$ cat src/rtl/fifo_pack_8to16.sv
// Byte-to-word packing FIFO: pairs consecutive bytes little-endian into 16-bit words
// held in a simple dual-port RAM, read out through a registered Dout.
module fifo_pack_8to16 #(
  parameter int Wdata_Width = 8,
  parameter int Rdata_Width = 16,
  parameter int Addr_Width  = 4
) (
  input  logic                   Clk,
  input  logic                   Rst,
  input  logic [Wdata_Width-1:0] Din,
  input  logic                   Wen,
  output logic [Rdata_Width-1:0] Dout,
  input  logic                   Ren,
  output logic                   Dout_Valid,
  input  logic                   Flush,
  output logic                   Empty,
  output logic                   Full,
  output logic                   Half,
  output logic [Addr_Width:0]    Word_Cnt
);

  localparam int DEPTH = 2 ** Addr_Width;
  localparam logic [Addr_Width:0] CNT_DEPTH = (Addr_Width + 1)'(DEPTH);
  localparam logic [Addr_Width:0] CNT_ONE   = (Addr_Width + 1)'(1);

  logic [Rdata_Width-1:0] r_mem [DEPTH];
  logic [Addr_Width-1:0]  r_wr_ptr;
  logic [Addr_Width-1:0]  r_rd_ptr;
  logic [Addr_Width:0]    r_cnt;
  logic                   r_half;
  logic [Wdata_Width-1:0] r_hold;
  logic [Rdata_Width-1:0] r_dout;
  logic                   r_dout_valid;

  logic w_empty;
  logic w_full;
  logic w_wr_acc;
  logic w_push;
  logic w_rd_acc;

  // Request semantics: a write is taken on any edge where Wen=1 and Full=0, a read on
  // any edge where Ren=1 and Empty=0; Flush masks both. Refused requests are dropped,
  // never queued, and the read data appears with Dout_Valid one cycle later.
  assign w_empty  = (r_cnt == '0);
  assign w_full   = (r_cnt == CNT_DEPTH) && r_half;
  assign w_wr_acc = Wen && !w_full && !Flush;
  assign w_push   = w_wr_acc && r_half;
  assign w_rd_acc = Ren && !w_empty && !Flush;

  // Storage is not reset; only pointers and counts define its contents.
  always_ff @(posedge Clk) begin
    if (w_push) begin
      r_mem[r_wr_ptr] <= {Din, r_hold};
    end
  end

  always_ff @(posedge Clk or posedge Rst) begin
    if (Rst) begin
      r_wr_ptr     <= '0;
      r_rd_ptr     <= '0;
      r_cnt        <= '0;
      r_half       <= 1'b0;
      r_hold       <= '0;
      r_dout       <= '0;
      r_dout_valid <= 1'b0;
    end else if (Flush) begin
      r_wr_ptr     <= '0;
      r_rd_ptr     <= '0;
      r_cnt        <= '0;
      r_half       <= 1'b0;
      r_hold       <= '0;
      r_dout       <= '0;
      r_dout_valid <= 1'b0;
    end else begin
      r_dout_valid <= w_rd_acc;
      if (w_wr_acc) begin
        if (!r_half) begin
          r_hold <= Din;
          r_half <= 1'b1;
        end else begin
          r_wr_ptr <= r_wr_ptr + 1'b1;
          r_half   <= 1'b0;
        end
      end
      if (w_rd_acc) begin
        r_dout   <= r_mem[r_rd_ptr];
        r_rd_ptr <= r_rd_ptr + 1'b1;
      end
      case ({w_push, w_rd_acc})
        2'b10:   r_cnt <= r_cnt + CNT_ONE;
        2'b01:   r_cnt <= r_cnt - CNT_ONE;
        default: r_cnt <= r_cnt;
      endcase
    end
  end

  assign Dout       = r_dout;
  assign Dout_Valid = r_dout_valid;
  assign Empty      = w_empty;
  assign Full       = w_full;
  assign Half       = r_half;
  assign Word_Cnt   = r_cnt;

endmodule

$ cat config.mk
export PLATFORM = sky130hd
export DESIGN_NAME = fifo_pack_8to16
export DESIGN_NICKNAME = d
export VERILOG_FILES = /design/src/rtl/fifo_pack_8to16.sv
export SDC_FILE = /design/constraint.sdc
export NUM_CORES = 1
export LEC_CHECK = 0
export BUFFER_PORTS_ARGS = -buffer_cell sky130_fd_sc_hd__buf_2
export CAP_MARGIN = 20
export CORE_ASPECT_RATIO = 0.7
export CORE_MARGIN = 3
export CORE_UTILIZATION = 45
export DETAILED_ROUTE_END_ITERATION = 10
export GPL_TIMING_DRIVEN = 1
export PLACE_DENSITY = 0.65
export SLEW_MARGIN = 20
export SYNTH_ARGS = -nofsm -noshare
export SYNTH_HDL_FRONTEND = slang
export SYNTH_SLANG_ARGS = --single-unit
$ cat constraint.sdc
create_clock -name Clk -period 4.61 [get_ports Clk]
set_clock_uncertainty 0.2 [all_clocks]
set_input_delay 0.922 -clock Clk [delete_from_list [all_inputs] [get_ports Clk]]
set_output_delay 0.922 -clock Clk [all_outputs]
set_load 0.005 [all_outputs]
# Yosys cells after proc, flatten, opt, wreduce, memory -nomap -nowiden
# Memory sizes are Yosys's and may differ from the RTL's.
# Index checks and enable logic that the tools add are counted.
[totals]
out_inout_bits = 25
ramBits = 256
n_memories = 1
ff_bits = 39
wordCells = 50
input_bits = 13
[op_classes]
n_reduce_logical = 16
n_eq_ne = 4
mux = 18
addsub = 4
[mem_list]
columns = ["name", "words", "width", "read_ports", "rd_clocked_by_memory_dff", "wr", "line", "source"]
rows = [
  ["r_mem", 16, 16, 1, 0, 1, "26", "logic [Rdata_Width-1:0] r_mem [DEPTH];"],
]
[op_table]
columns = ["cell", "count"]
rows = [
  ["16-bit two-way mux", 2],
  ["8-bit two-way mux", 3],
  ["4-bit two-way mux", 5],
  ["5-bit one-hot mux with 2 select lines", 1],
  ["4-bit by 1-bit adder with 4-bit output, second input constant", 2],
  ["1-bit logical AND", 6],
  ["1-bit two-way mux", 6],
  ["2-bit nonzero test", 3],
  ["5-bit by 1-bit adder with 5-bit output, second input constant", 1],
  ["5-bit equality test, second input constant", 1],
  ["5-bit logical NOT", 1],
  ["5-bit two-way mux", 1],
  ["5-bit by 1-bit subtractor with 5-bit output, second input constant", 1],
  ["2-bit AND reduction", 2],
  ["1-bit logical NOT", 3],
  ["3-bit nonzero test", 1],
  ["2-bit by 1-bit equality test with 1-bit output, second input constant", 1],
  ["2-bit equality test, second input constant", 1],
  ["2-bit inequality test, second input constant", 1],
]

# Longest topological paths before layout
[logic_depth]
depth_word = 9
mapped_depth = 11
depth_no_buf = 10

# Worst setup path after synthesis
# No wires, ideal clock.
[synth_timing]
kind = "input port to flip-flop"
startpoint = "input port Ren"
endpoint = "register r_cnt[4], in the netlist Word_Cnt[4]"
cell_stages = 9
required_time_ns = 4.274
setup_time_ns = 0.136
path_slack_ns = 1.433
arrival_ns = 2.841
n_path_buf = 1
cell_sequence = "o21ai_0 buf_2 or3_1 fa_1 nand2b_1 a21oi_1 mux2_2 mux2i_1 a21oi_1"
[synth_between]
elab_chain_len = 5
word_cells_on_any_way = 7
classes_between = "eq/ne (2); mux (2); reduce/logical (3)"
[synth_lines]
columns = ["item", "line", "source"]
rows = [
  ["start: declaration", "13", "input logic Ren,"],
  ["1-bit logical AND * (2 in a row)", "48", "assign w_rd_acc = Ren && !w_empty && !Flush;"],
  ["2-bit by 1-bit equality test with 1-bit output / 2-bit equality test (equally long branches)", "89", "case ({w_push, w_rd_acc})"],
  ["5-bit one-hot mux with 2 select lines", "89", ""],
  ["5-bit two-way mux", "66", "end else if (Flush) begin"],
  ["end signal: assignment", "90", "2'b10: r_cnt <= r_cnt + CNT_ONE;"],
  ["end signal: assignment", "91", "2'b01: r_cnt <= r_cnt - CNT_ONE;"],
  ["end signal: assignment", "92", "default: r_cnt <= r_cnt;"],
  ["end: declaration", "29", "logic [Addr_Width:0] r_cnt;"],
]
# Mark *: on every way between the ends. The rest lies on a longest branch, timed or not.
# A chain may end at the register's enable or synchronous reset.

# Worst setup path in the final report
[layout_timing]
startpoint = "register r_cnt[1], in the netlist Word_Cnt[1]"
endpoint = "register r_cnt[4], in the netlist Word_Cnt[4]"
[layout_between]
elab_chain_len = 9
word_cells_on_any_way = 17
classes_between = "add/sub (2); eq/ne (3); mux (2); reduce/logical (10)"
[layout_lines]
columns = ["item", "line", "source"]
rows = [
  ["5-bit equality test", "45", "assign w_full = (r_cnt == CNT_DEPTH) && r_half;"],
  ["1-bit logical AND", "45", ""],
  ["1-bit logical NOT", "46", "assign w_wr_acc = Wen && !w_full && !Flush;"],
  ["1-bit logical AND (2 in a row)", "46", ""],
  ["1-bit logical AND", "47", "assign w_push = w_wr_acc && r_half;"],
  ["2-bit by 1-bit equality test with 1-bit output / 2-bit equality test (equally long branches)", "89", ""],
  ["5-bit one-hot mux with 2 select lines", "89", ""],
  ["5-bit two-way mux", "66", ""],
]
# Several ways; a longest one is shown, not always the timed one.

==> flow_summary.ini <==
[worst_setup_path]
critPathMaxStageDelay_ns = 0.72
crit_arrival_ns = 3.86
path_common_cell = a21oi_1
start_kind = flop
cpMaxStageDelayCell = nor4_1
worstPathCellList = nor4_1 > a21oi_2 > or3_1 > fa_1 > nand2b_1 > a21oi_1 > mux2_2 > mux2i_1 > a21oi_1
required_ns = 4.81
crit_fanout = 10
crit_type = flop to flop
rrSetupSlack_ns = 0.95
endpoint_kind = flop

[clocking]
cts.htree.levels = 1
cts_sinks = 295
cts.repair.resized = 0
cts-root-buf = clkbuf_16
post_cts_buffers = 0
cts_tree = yes
cts_buffer_depth = 3
cts_buffers = 26
clkTransAtPathRegs_ns = 0.07
holdBufCountCts = 0
clkLatencyLatePin_ns = 0.54

[grt]
grtUsageTotal = 0.1848
grt_pass1_wl_mm = 37.50
grt_max_degree = 67
grt-ovfl-total = 0
antenna_found_initial = 1
grt_pass1_vias = 5697

[power_and_ir_drop]
ir_drop_v = 0.0003463
comb_power_share = 0.100
pwr-share-seq = 0.532
powerDensity_nw_per_um2 = 451.2
power_leakage_nw = 4.274
clkPwrFrac = 0.368
power.total_mw = 5.887
p_int_mw = 4.479
swShare = 0.2392
p_switching_mw = 1.408

[route]
vias = 5641
route.detailed.drc = 0
via_per_inst = 5.864
dr.first_iter.drc_count = 607
dr.pass1.iters = 5
routedWlPerCell_um = 26.33
final_antenna_net_count = 0
wirelength_mm = 25.33

[finish]
final_area_um2 = 13050
multiInputGateArea_um2 = 2821
layout-drive-gt1-share = 0.2610
nNetsFinal = 638
register_area_um2 = 8670
fillCellCount = 1932
syn_to_final_growth_pct = 12.20
post-route-util = 0.5209

[yosys]
ys.flop_type = edfxtp_1
yosysTopAreaCell = edfxtp_1
synth_seq_area_share = 0.7451
synth_seq_cells = 295
netlist_top_cells_area = edfxtp_1 66%, mux4_2 12%, dfrtp_1 8.4%
synthCells = 575
synth_edf_count = 256
syn_area_per_cell_um2 = 20.22
ys.warnings.count = 0
syn-num-nets = 597
synth_top_area_share = 0.6611
netlist_area_um2 = 11630
yosysUniqueCellTypes = 40
ys_async_sr_fraction = 0.1322

[timing]
slew_viol_final = 0
worst_pin_slew_ns = 0.9609
whs_ns = 0.3588
fmax_mhz = 273.1
maxSlewHeadroom = 0.3587
tns_ns = 0
fin_crit_sh = 0.7944
min_period_ns = 3.662
finalSetupViolCount = 0
rsz0062_at_grt = no
hold_viol_final = 0

[floorplanning]
dieHeight_um = 140.5
ios = 38
fp.dieW_um = 198.1
die_area_um2 = 27830
start_util = 0.4643
core_um2 = 25040
row_count = 48

[place]
port_buffers = 37
dpl_cell_area_um2 = 12190
place.gp.congestion = 0.8380
dp_hpwl_mm = 15.80

[outcome]
outcome = complete, no violations

[min_path]
min_path_type = flop to flop

[run]
drv_cap = 0
==> flip-flops by register name (all words and copies together), names as in the netlist <==
| name | cells |
|---|---|
| r_rd_ptr | 4 |
| r_wr_ptr | 4 |
| Half | 1 |
| Word_Cnt | 5 |
| r_mem | 256 |
| r_hold | 8 |
| Dout_Valid | 1 |
| Dout | 16 |
==> power groups by stage <==
stage / sequential [mW] / combinational, mW / clock [mW]
6_report: 3.13 / 0.590 / 2.17
5_1_grt: 3.14 / 0.637 / 2.33
4_1_cts: 3.13 / 0.589 / 2.21
2_1_floorplan: 3.11 / 0.384 / 0
3_3_place_gp: 3.17 / 0.570 / 0
3_5_place_dp: 3.18 / 0.587 / 0
==> kinds of logic after synthesis <==
group           share of synthesized area
mux                                0.1630
simple gates                      0.03960
fa+ha+maj                         0.01033
compound gates                    0.02088
xor+xnor                         0.006780
flops                              0.7451
buf+inv                           0.01431
==> routing by layer <==
metal | track usage | part of all wire
met3 | 0.05001 | 0.091
met4 | 0.03461 | 0.017
met1 | 0.2790 | 0.44
met2 | 0.2754 | 0.46
met5 | 0 | 0
==> stage by stage <==
| stage | instances | worst slack [ns] |
|---|---|---|
| floorplan | 575 | 1.433 |
| global placement | 913 | 1.059 |
| detailed placement | 913 | 0.9850 |
| CTS | 961 | 0.9789 |
| global route | 961 | 0.7834 |
| finish | 962 | 0.9479 |
==> layout by cell type, fill, tap and decap left out, types with 3 or more instances in the layout <==
cell type / Yosys / final
nand2_1: 7 / 7
nand3b_1: 17 / 17
o221ai_1: 16 / 16
clkinvlp_4: 0 / 4
dfrtp_1: 39 / 36
mux4_2: 64 / 64
and2_1: 9 / 9
xor2_1: 6 / 6
mux2i_1: 42 / 42
buf_4: 0 / 4
buf_2: 12 / 37
clkbuf_1: 16 / 3
nor2_2: 0 / 8
mux2_2: 3 / 3
clkinv_2: 0 / 4
ha_1: 8 / 8
clkbuf_16: 0 / 27
nor2_1: 33 / 25
inv_1: 10 / 9
edfxtp_1: 256 / 256
bufinv_16: 0 / 3
a21oi_1: 6 / 6
clkinv_1: 0 / 7
xnor2_1: 3 / 3
==> synthesized netlist by cell type, types with 2 or more instances <==
cell        n
and2_1      9
nand2b_1    2
mux2i_1    42
nand3_1     2
o221ai_1   16
edfxtp_1  256
clkbuf_1   16
nand3b_1   17
and3_1      2
xor2_1      6
or3_1       2
nand2_1     7
ha_1        8
xnor2_1     3
a21oi_1     6
inv_1      10
mux2_2      3
buf_2      12
nand4_1     2
dfrtp_1    39
nor2_1     33
mux4_2     64
==> critical path, delay by kind of cell, from the launching register on <==
family | cells | cell delay, ns
multiplexers | 2 | 0.50
adder cells (fa/ha/maj) | 1 | 0.42
AO/OA/AOI/OAI | 3 | 0.67
flip-flops | 1 | 0.44
AND/OR/NAND/NOR | 3 | 1.31
==> final cells by class <==
cell class,count,area share
sequential,295,0.6645
clock buffer,30,0.05265
clock inverter,18,0.01276
multi-input combinational,240,0.2163
timing repair buffer,43,0.01956
antenna,1,0.0001918
inverter,10,0.002877
tap,325,0.03117
==> final timing paths <==
kind,depth (start not counted),to,start
max in group asynchronous,2,r_rd_ptr[2],Rst
min,2,Dout[0],Dout[0]
min in group asynchronous,2,Dout[7],Rst
max,9,Word_Cnt[4],Word_Cnt[1]
max reg2reg,9,Word_Cnt[4],Word_Cnt[1]
min reg2reg,2,Dout[0],Dout[0]
(Power assumes the default switching activity.)
